$ cat src/rtl/rga_bus_master.sv
// Register-bus initiator: queues write/read requests and issues one RGA/DB slot
// per CCK cycle, paced by the CCK rising edge, the mid-high cckq strobe and the CCK fall.
module rga_bus_master #(
  parameter int         FIFO_DEPTH = 4,
  parameter logic [7:0] IDLE_RGA   = 8'hFF
) (
  input  logic        clk,
  input  logic        reset,
  input  logic        cck,
  input  logic        cckq,
  input  logic        req_valid,
  output logic        req_ready,
  input  logic        req_read,
  input  logic [7:0]  req_addr,
  input  logic [15:0] req_data,
  output logic [7:0]  rga,
  output logic [15:0] db_out,
  output logic        db_oen,
  input  logic [15:0] db_in,
  output logic [15:0] rd_data,
  output logic        rd_valid,
  output logic        busy
);

  localparam int AW = $clog2(FIFO_DEPTH);
  localparam logic [AW:0] FULL_COUNT = (AW+1)'(FIFO_DEPTH);

  typedef enum logic [1:0] {IDLE, WR_ADDR, WR_DATA, RD_WAIT} state_t;

  state_t        state;
  logic          cck_d;
  logic          slot_start;
  logic          cck_fall;
  logic          slot_active;
  logic [24:0]   fifo_mem [FIFO_DEPTH];
  logic [AW-1:0] wr_ptr;
  logic [AW-1:0] rd_ptr;
  logic [AW:0]   count;
  logic [AW:0]   count_next;
  logic          push;
  logic          pop;
  logic [24:0]   head;

  assign slot_start = cck & ~cck_d;
  assign cck_fall   = ~cck & cck_d;
  assign push       = req_valid & req_ready;
  assign pop        = slot_start & (count != '0);
  assign head       = fifo_mem[rd_ptr];
  assign busy       = (count != '0) | slot_active;

  always_ff @(posedge clk) begin
    if (reset) cck_d <= 1'b0;
    else       cck_d <= cck;
  end

  always_comb begin
    count_next = count;
    if (push && !pop)      count_next = count + (AW+1)'(1);
    else if (pop && !push) count_next = count - (AW+1)'(1);
  end

  // Entry layout: {read, addr[7:0], data[15:0]}; storage needs no reset since pointers gate it
  always_ff @(posedge clk) begin
    if (push) fifo_mem[wr_ptr] <= {req_read, req_addr, req_data};
  end

  always_ff @(posedge clk) begin
    if (reset) begin
      wr_ptr    <= '0;
      rd_ptr    <= '0;
      count     <= '0;
      req_ready <= 1'b0;
    end else begin
      if (push) wr_ptr <= wr_ptr + AW'(1);
      if (pop)  rd_ptr <= rd_ptr + AW'(1);
      count     <= count_next;
      req_ready <= (count_next != FULL_COUNT);
    end
  end

  // Slot start overrides whatever phase the previous slot reached
  always_ff @(posedge clk) begin
    if (reset) begin
      state       <= IDLE;
      rga         <= IDLE_RGA;
      db_out      <= '0;
      db_oen      <= 1'b0;
      rd_data     <= '0;
      rd_valid    <= 1'b0;
      slot_active <= 1'b0;
    end else begin
      rd_valid <= 1'b0;
      if (slot_start) begin
        db_oen <= 1'b0;
        if (count == '0) begin
          rga         <= IDLE_RGA;
          slot_active <= 1'b0;
          state       <= IDLE;
        end else begin
          rga         <= head[23:16];
          slot_active <= 1'b1;
          if (head[24]) begin
            state <= RD_WAIT;
          end else begin
            db_out <= head[15:0];
            state  <= WR_ADDR;
          end
        end
      end else begin
        case (state)
          WR_ADDR: begin
            if (cckq) begin
              db_oen <= 1'b1;
              state  <= WR_DATA;
            end
          end
          RD_WAIT: begin
            if (cck_fall) begin
              rd_data  <= db_in;
              rd_valid <= 1'b1;
              state    <= IDLE;
            end
          end
          default: ;
        endcase
      end
    end
  end

endmodule

$ cat config.mk
export PLATFORM = sky130hd
export DESIGN_NAME = rga_bus_master
export DESIGN_NICKNAME = d
export VERILOG_FILES = /design/src/rtl/rga_bus_master.sv
export SDC_FILE = /design/constraint.sdc
export NUM_CORES = 1
export LEC_CHECK = 0
export ABC_AREA = 1
export ABC_CLOCK_PERIOD_IN_PS = 5700
export BUFFER_PORTS_ARGS = -buffer_cell sky130_fd_sc_hd__buf_2
export CAP_MARGIN = 30
export CORE_ASPECT_RATIO = 1.5
export CORE_MARGIN = 2
export CORE_UTILIZATION = 45
export CTS_BUF_LIST = sky130_fd_sc_hd__clkbuf_4
export DETAILED_ROUTE_END_ITERATION = 7
export GPL_ROUTABILITY_DRIVEN = 0
export PLACE_DENSITY = 0.65
export SLEW_MARGIN = 20
export SYNTH_ARGS = -nofsm -noshare
export SYNTH_HDL_FRONTEND = slang
export SYNTH_SLANG_ARGS = --single-unit
$ cat constraint.sdc
create_clock -name clk -period 5.7 [get_ports clk]
set_clock_uncertainty 0.2 [all_clocks]
set_input_delay 0.285 -clock clk [delete_from_list [all_inputs] [get_ports clk]]
set_output_delay 0.285 -clock clk [all_outputs]
set_load 0.01 [all_outputs]
Word-level counts from Yosys, hierarchy flattened
Memory sizes are Yosys's and may differ from the RTL's. A register that Yosys moved wholly into a read port is not among the register bits.
Index checks and enable logic that the tools add are counted.
{"block": "word_totals", "ff_bits": 54, "mem_bits_rw": 100, "inputBits": 46, "out_inout_bits": 44, "wordCells": 61, "n_memories": 1}
{"block": "classes", "n_addsub": 4, "eq_ne": 5, "n_mux": 15, "bitwise_logic": 11, "n_reduce_logical": 13}
{"name": "fifo_mem", "depth": 4, "word_bits": 25, "read_ports": 1, "rd_ports_with_merged_regs": 1, "wr": 1, "line_no": "35", "source": "logic [24:0] fifo_mem [FIFO_DEPTH];"}
{"operator": "2-bit 2-to-1 mux", "n": 7}
{"operator": "3-bit inequality test, second input constant", "n": 3}
{"operator": "3-bit AND reduction", "n": 3}
{"operator": "8-bit 2-to-1 mux", "n": 1}
{"operator": "3-bit 2-to-1 mux", "n": 2}
{"operator": "1-bit NOT", "n": 6}
{"operator": "3-bit nonzero test", "n": 2}
{"operator": "2-bit by 1-bit adder with 2-bit output, second input constant", "n": 2}
{"operator": "1-bit AND", "n": 4}
{"operator": "1-bit 2-to-1 mux", "n": 4}
{"operator": "2-bit case mux with 2 select lines", "n": 1}
{"operator": "3-bit by 1-bit adder with 3-bit output, second input constant", "n": 1}
{"operator": "3-bit zero test", "n": 1}
{"operator": "3-bit OR reduction", "n": 1}
{"operator": "3-bit by 1-bit subtractor with 3-bit output, second input constant", "n": 1}
{"operator": "2-bit by 1-bit == test with 1-bit output, second input constant", "n": 1}
{"operator": "2-bit == test, second input constant", "n": 1}
{"operator": "1-bit logical AND", "n": 2}
{"operator": "1-bit zero test", "n": 2}
{"operator": "2-bit AND reduction", "n": 1}
{"operator": "2-bit OR reduction", "n": 1}
{"operator": "1-bit OR", "n": 1}

Depth between registers and ports, before layout
{"block": "depth", "depth_word": 7, "ltp_mapped": 10, "depth_no_buf": 10}

Least setup slack after synthesis
No wires, ideal clock.
{"block": "synth_path", "kind": "register -> register", "start": "reg req_ready", "end": "mem fifo_mem[0][0] (enable)", "arrival_time_ps": 1724, "path_slack_ps": 3369, "path_stages_with_launch": 4, "path_buffers": 1, "cell_sequence": "dfxtp_1 -> nand2_1 -> clkbuf_1 -> nor2_1"}
{"block": "synth_between", "elab_chain_cells": 3}
{"element": "start, declared", "line_no": "12", "source": "output logic req_ready,"}
{"element": "start signal, assigned", "line_no": "77", "source": "req_ready <= (count_next != FULL_COUNT);"}
{"element": "1-bit AND", "line_no": "46", "source": "assign push = req_valid & req_ready;"}
{"element": "1-bit 2-to-1 mux", "line_no": "64", "source": "if (push) fifo_mem[wr_ptr] <= {req_read, req_addr, req_data};"}
{"element": "1-bit 2-to-1 mux (not written as such)", "line_no": "64"}
{"element": "end, declared", "line_no": "35"}
No other way between the ends.

Worst setup path in the final report
{"block": "layout_path", "start": "in cck", "end": "reg rd_data[1]"}
{"block": "layout_between", "elab_chain_cells": 3}
{"element": "start, declared", "line_no": "9", "source": "input logic cck,"}
{"element": "1-bit AND / 1-bit NOT (equally long branches)", "line_no": "44, 45"}
{"element": "1-bit NOT (no source line) / 1-bit AND (equally long branches)"}
{"element": "3-bit AND reduction (no source line) *"}
{"element": "end signal, assigned", "line_no": "119", "source": "rd_data <= db_in;"}
{"element": "end, declared", "line_no": "20", "source": "output logic [15:0] rd_data,"}
Every way passes the cells marked *; elsewhere a longest branch is shown, timed or not.
A chain may end at the register's enable or synchronous reset.

==> flow_metrics.tcl <==
set metrics [dict create \
    endpoint_kind "flip-flop" \
    cp.arrival_ps 2880 \
    synth-seq-area-share_pct 69.6 \
    fmax_mhz 378 \
    ctsHoldBuffers 61 \
    synth.net_count 584 \
    io_buffer_count 89 \
    start_util_pct 45.8 \
    postCtsSetupRepairBufs 0 \
    cts.sinks 156 \
    pwr_density_cell_nw_per_um2 362 \
    cts-root-buf "clkbuf_4" \
    fp-row-count 51 \
    synth_edf_count 100 \
    yosysTopAreaCellShare_pct 50.7 \
    core_um2 13000 \
    viasPerCell 5.17 \
    fin_tns_setup_ps 0 \
    finalWirelength_um 13100 \
    grt_pass1_wl_um 21200 \
    grt.total_usage_pct 19.3 \
    clkPwrFrac_pct 28.4 \
    p_leak_nw 2.93 \
    finalHoldViolations 0 \
    maxSlewHeadroom_pct 46.4 \
    dr_total_vias 4392 \
    cts_max_level 4 \
    grt_pass1_vias 4400 \
    intPower_mw 1.88 \
    status "finished, final reports clean" \
    fill_cells 1063 \
    start_kind "primary input" \
    dp.final_hpwl_um 7960 \
    utilization_pct 57.6 \
    die_w_um 97.7 \
    final_area_um2 7460 \
    synth_area_leaders "edfxtp_1 (51%), dfxtp_1 (19%), nor2_1 (6.1%)" \
    yosys_warnings 0 \
    clk-insertion-delay-late_ps 550 \
    wl_per_cell_um 15.4 \
    die_area_um2 14100 \
    multi_input_area_um2 1570 \
    grt_antenna_before_repair 1 \
    drtAntennaViolNets 0 \
    die_h_um 145 \
    power_switching_mw 0.815 \
    worst_pin_slew_ps 803 \
    boundaryPins 90 \
    nets 732 \
    final.min_clock_period_ps 2640 \
    synth_top_area_cell "edfxtp_1" \
    crit_required_ps 5940 \
    synthFlopType "edfxtp_1" \
    seq_area_um2 4120 \
    drt_iter0_drc 299 \
    placed_area_um2 6490 \
    drive_above_1_share_pct 20.6 \
    synthCells 528 \
    ys_seq_elements 156 \
    syn-cell-area_um2 5930 \
    critPathKind "in2reg" \
    cp_max_fo 17 \
    finalCritPeriodShare_pct 46.4 \
    yosysUniqueCellTypes 24 \
    numCtsBuffers 17 \
    drc_errors 0 \
    grt_max_degree 52 \
    cts_tree "yes" \
    yosys-top-cells-count "edfxtp_1 (100), nor2_1 (96), dfxtp_1 (56)" \
    rsz0062_at_grt "no" \
    synthArstFlopShare_pct 0 \
    max_cap_violations 0 \
    p_sw_share_pct 30.2 \
    seqPwrFrac_pct 51.7 \
    syn_avg_cell_area_um2 11.2 \
    grt-ovfl-total 0 \
    path_clk_slew_ps 130 \
    drtPass1Iterations 5 \
    hold_ws_ps 122 \
    ir_worst_vdd_mv 0.204 \
    cts_resized 0 \
    slew_violations 0 \
    area_growth_syn_to_layout_pct 25.8 \
    setup_viol 0 \
    clk_path_buf_depth 2 \
    holdCritPathClass "in2reg" \
    combPwrFrac_pct 19.9 \
    synth.most_common_cell "edfxtp_1" \
]
==> sequential cells by signal (all words and copies together) (netlist names), named ones only <==
register,count
db_oen,1
fifo_mem,100
count,3
rd_data,16
rd_ptr,2
cck_d,1
db_out,16
state,2
wr_ptr,2
rd_valid,1
req_ready,1
slot_active,1
rga,8
==> path summary, 6_finish.rpt <==
kind / startpoint / endpoint / slack, ps / cells past startpoint
worst min-delay path: req_valid / wr_ptr[1] / 120 / 3
worst max-delay path: cck / rd_data[1] / 3060 / 8
worst max register to register: cck_d / rd_data[1] / 3170 / 5
worst min register to register: rga[6] / rga[6] / 280 / 2
==> per-layer routing <==
| metal | global-route usage, % | part of all wire [%] | vias to the layer above |
|---|---|---|---|
| li1 | - | - | 2141 |
| met1 | 20.7 | 39 | 2092 |
| met2 | 36.7 | 54 | 140 |
| met3 | 4.40 | 5.1 | 19 |
| met4 | 7.24 | 1.7 | 0 |
| met5 | 0 | 0 | - |
==> worst max-delay path, cell delays in order <==
cell and delay (ps):
dlygate4sd3_1 540, buf_2 130, inv_1 90, ha_1 540, nand2_1 460, nand2_1 170, a21oi_1 80, dlygate4sd3_1 580
==> cells by family (layout without fill, tap and decap cells) <==
kind of cell,Yosys count,in the layout,synth area share [%]
other,0,1,0
AND/OR/NAND/NOR,173,173,11.9
buffers and inverters,59,220,4.14
XOR/XNOR,2,2,0.296
AO/OA/AOI/OAI,128,128,11.9
adder cells (fa/ha/maj),10,10,2.11
flip-flops,156,156,69.6
==> final cells by class <==
type                            count  area share [%]
Multi-Input combinational cell    313            21.0
Timing Repair Buffer              156            14.8
Clock inverter                     15            2.84
Sequential cell                   156            55.3
Clock buffer                       17            1.71
Tap cell                          159            2.67
Antenna cell                        1          0.0336
Inverter                           32            1.61
==> power groups by stage <==
stage	clock network (mW)	registers, mW	logic, mW
floorplan	0	1.42	0.340
global placement	0	1.42	0.495
detailed placement	0	1.42	0.514
CTS	0.783	1.40	0.540
global route	0.826	1.41	0.610
finish	0.766	1.39	0.536
==> stage by stage <==
step,setup slack [ps],power (mW),std cells
after floorplan,3370,1.76,528
after global placement,3310,1.92,754
after detailed placement,3190,1.94,754
after CTS,3120,2.72,847
after global routing,2890,2.84,849
final,3060,2.70,849
==> layout by cell type (no fill, tap or decap), types with 2 or more instances in the layout <==
cell type | synthesis | layout
dfxtp_1 | 56 | 56
inv_8 | 0 | 2
nor2_2 | 1 | 5
a21oi_4 | 2 | 2
inv_1 | 27 | 27
inv_6 | 0 | 4
o21ai_1 | 28 | 28
o211ai_1 | 9 | 9
ha_1 | 10 | 10
nand2_2 | 2 | 2
nor2_1 | 96 | 92
buf_2 | 7 | 89
bufinv_16 | 0 | 4
a21oi_1 | 24 | 24
dlygate4sd3_1 | 0 | 61
inv_2 | 5 | 5
o21ai_0 | 48 | 48
clkbuf_4 | 0 | 17
clkinv_4 | 0 | 2
xor2_1 | 2 | 2
nand4_1 | 2 | 2
nand3_1 | 27 | 27
o22ai_1 | 17 | 17
nand3_2 | 2 | 2
edfxtp_1 | 100 | 100
buf_4 | 2 | 5
nand2_1 | 43 | 43
No activity file was read; power rests on OpenSTA's default activity.
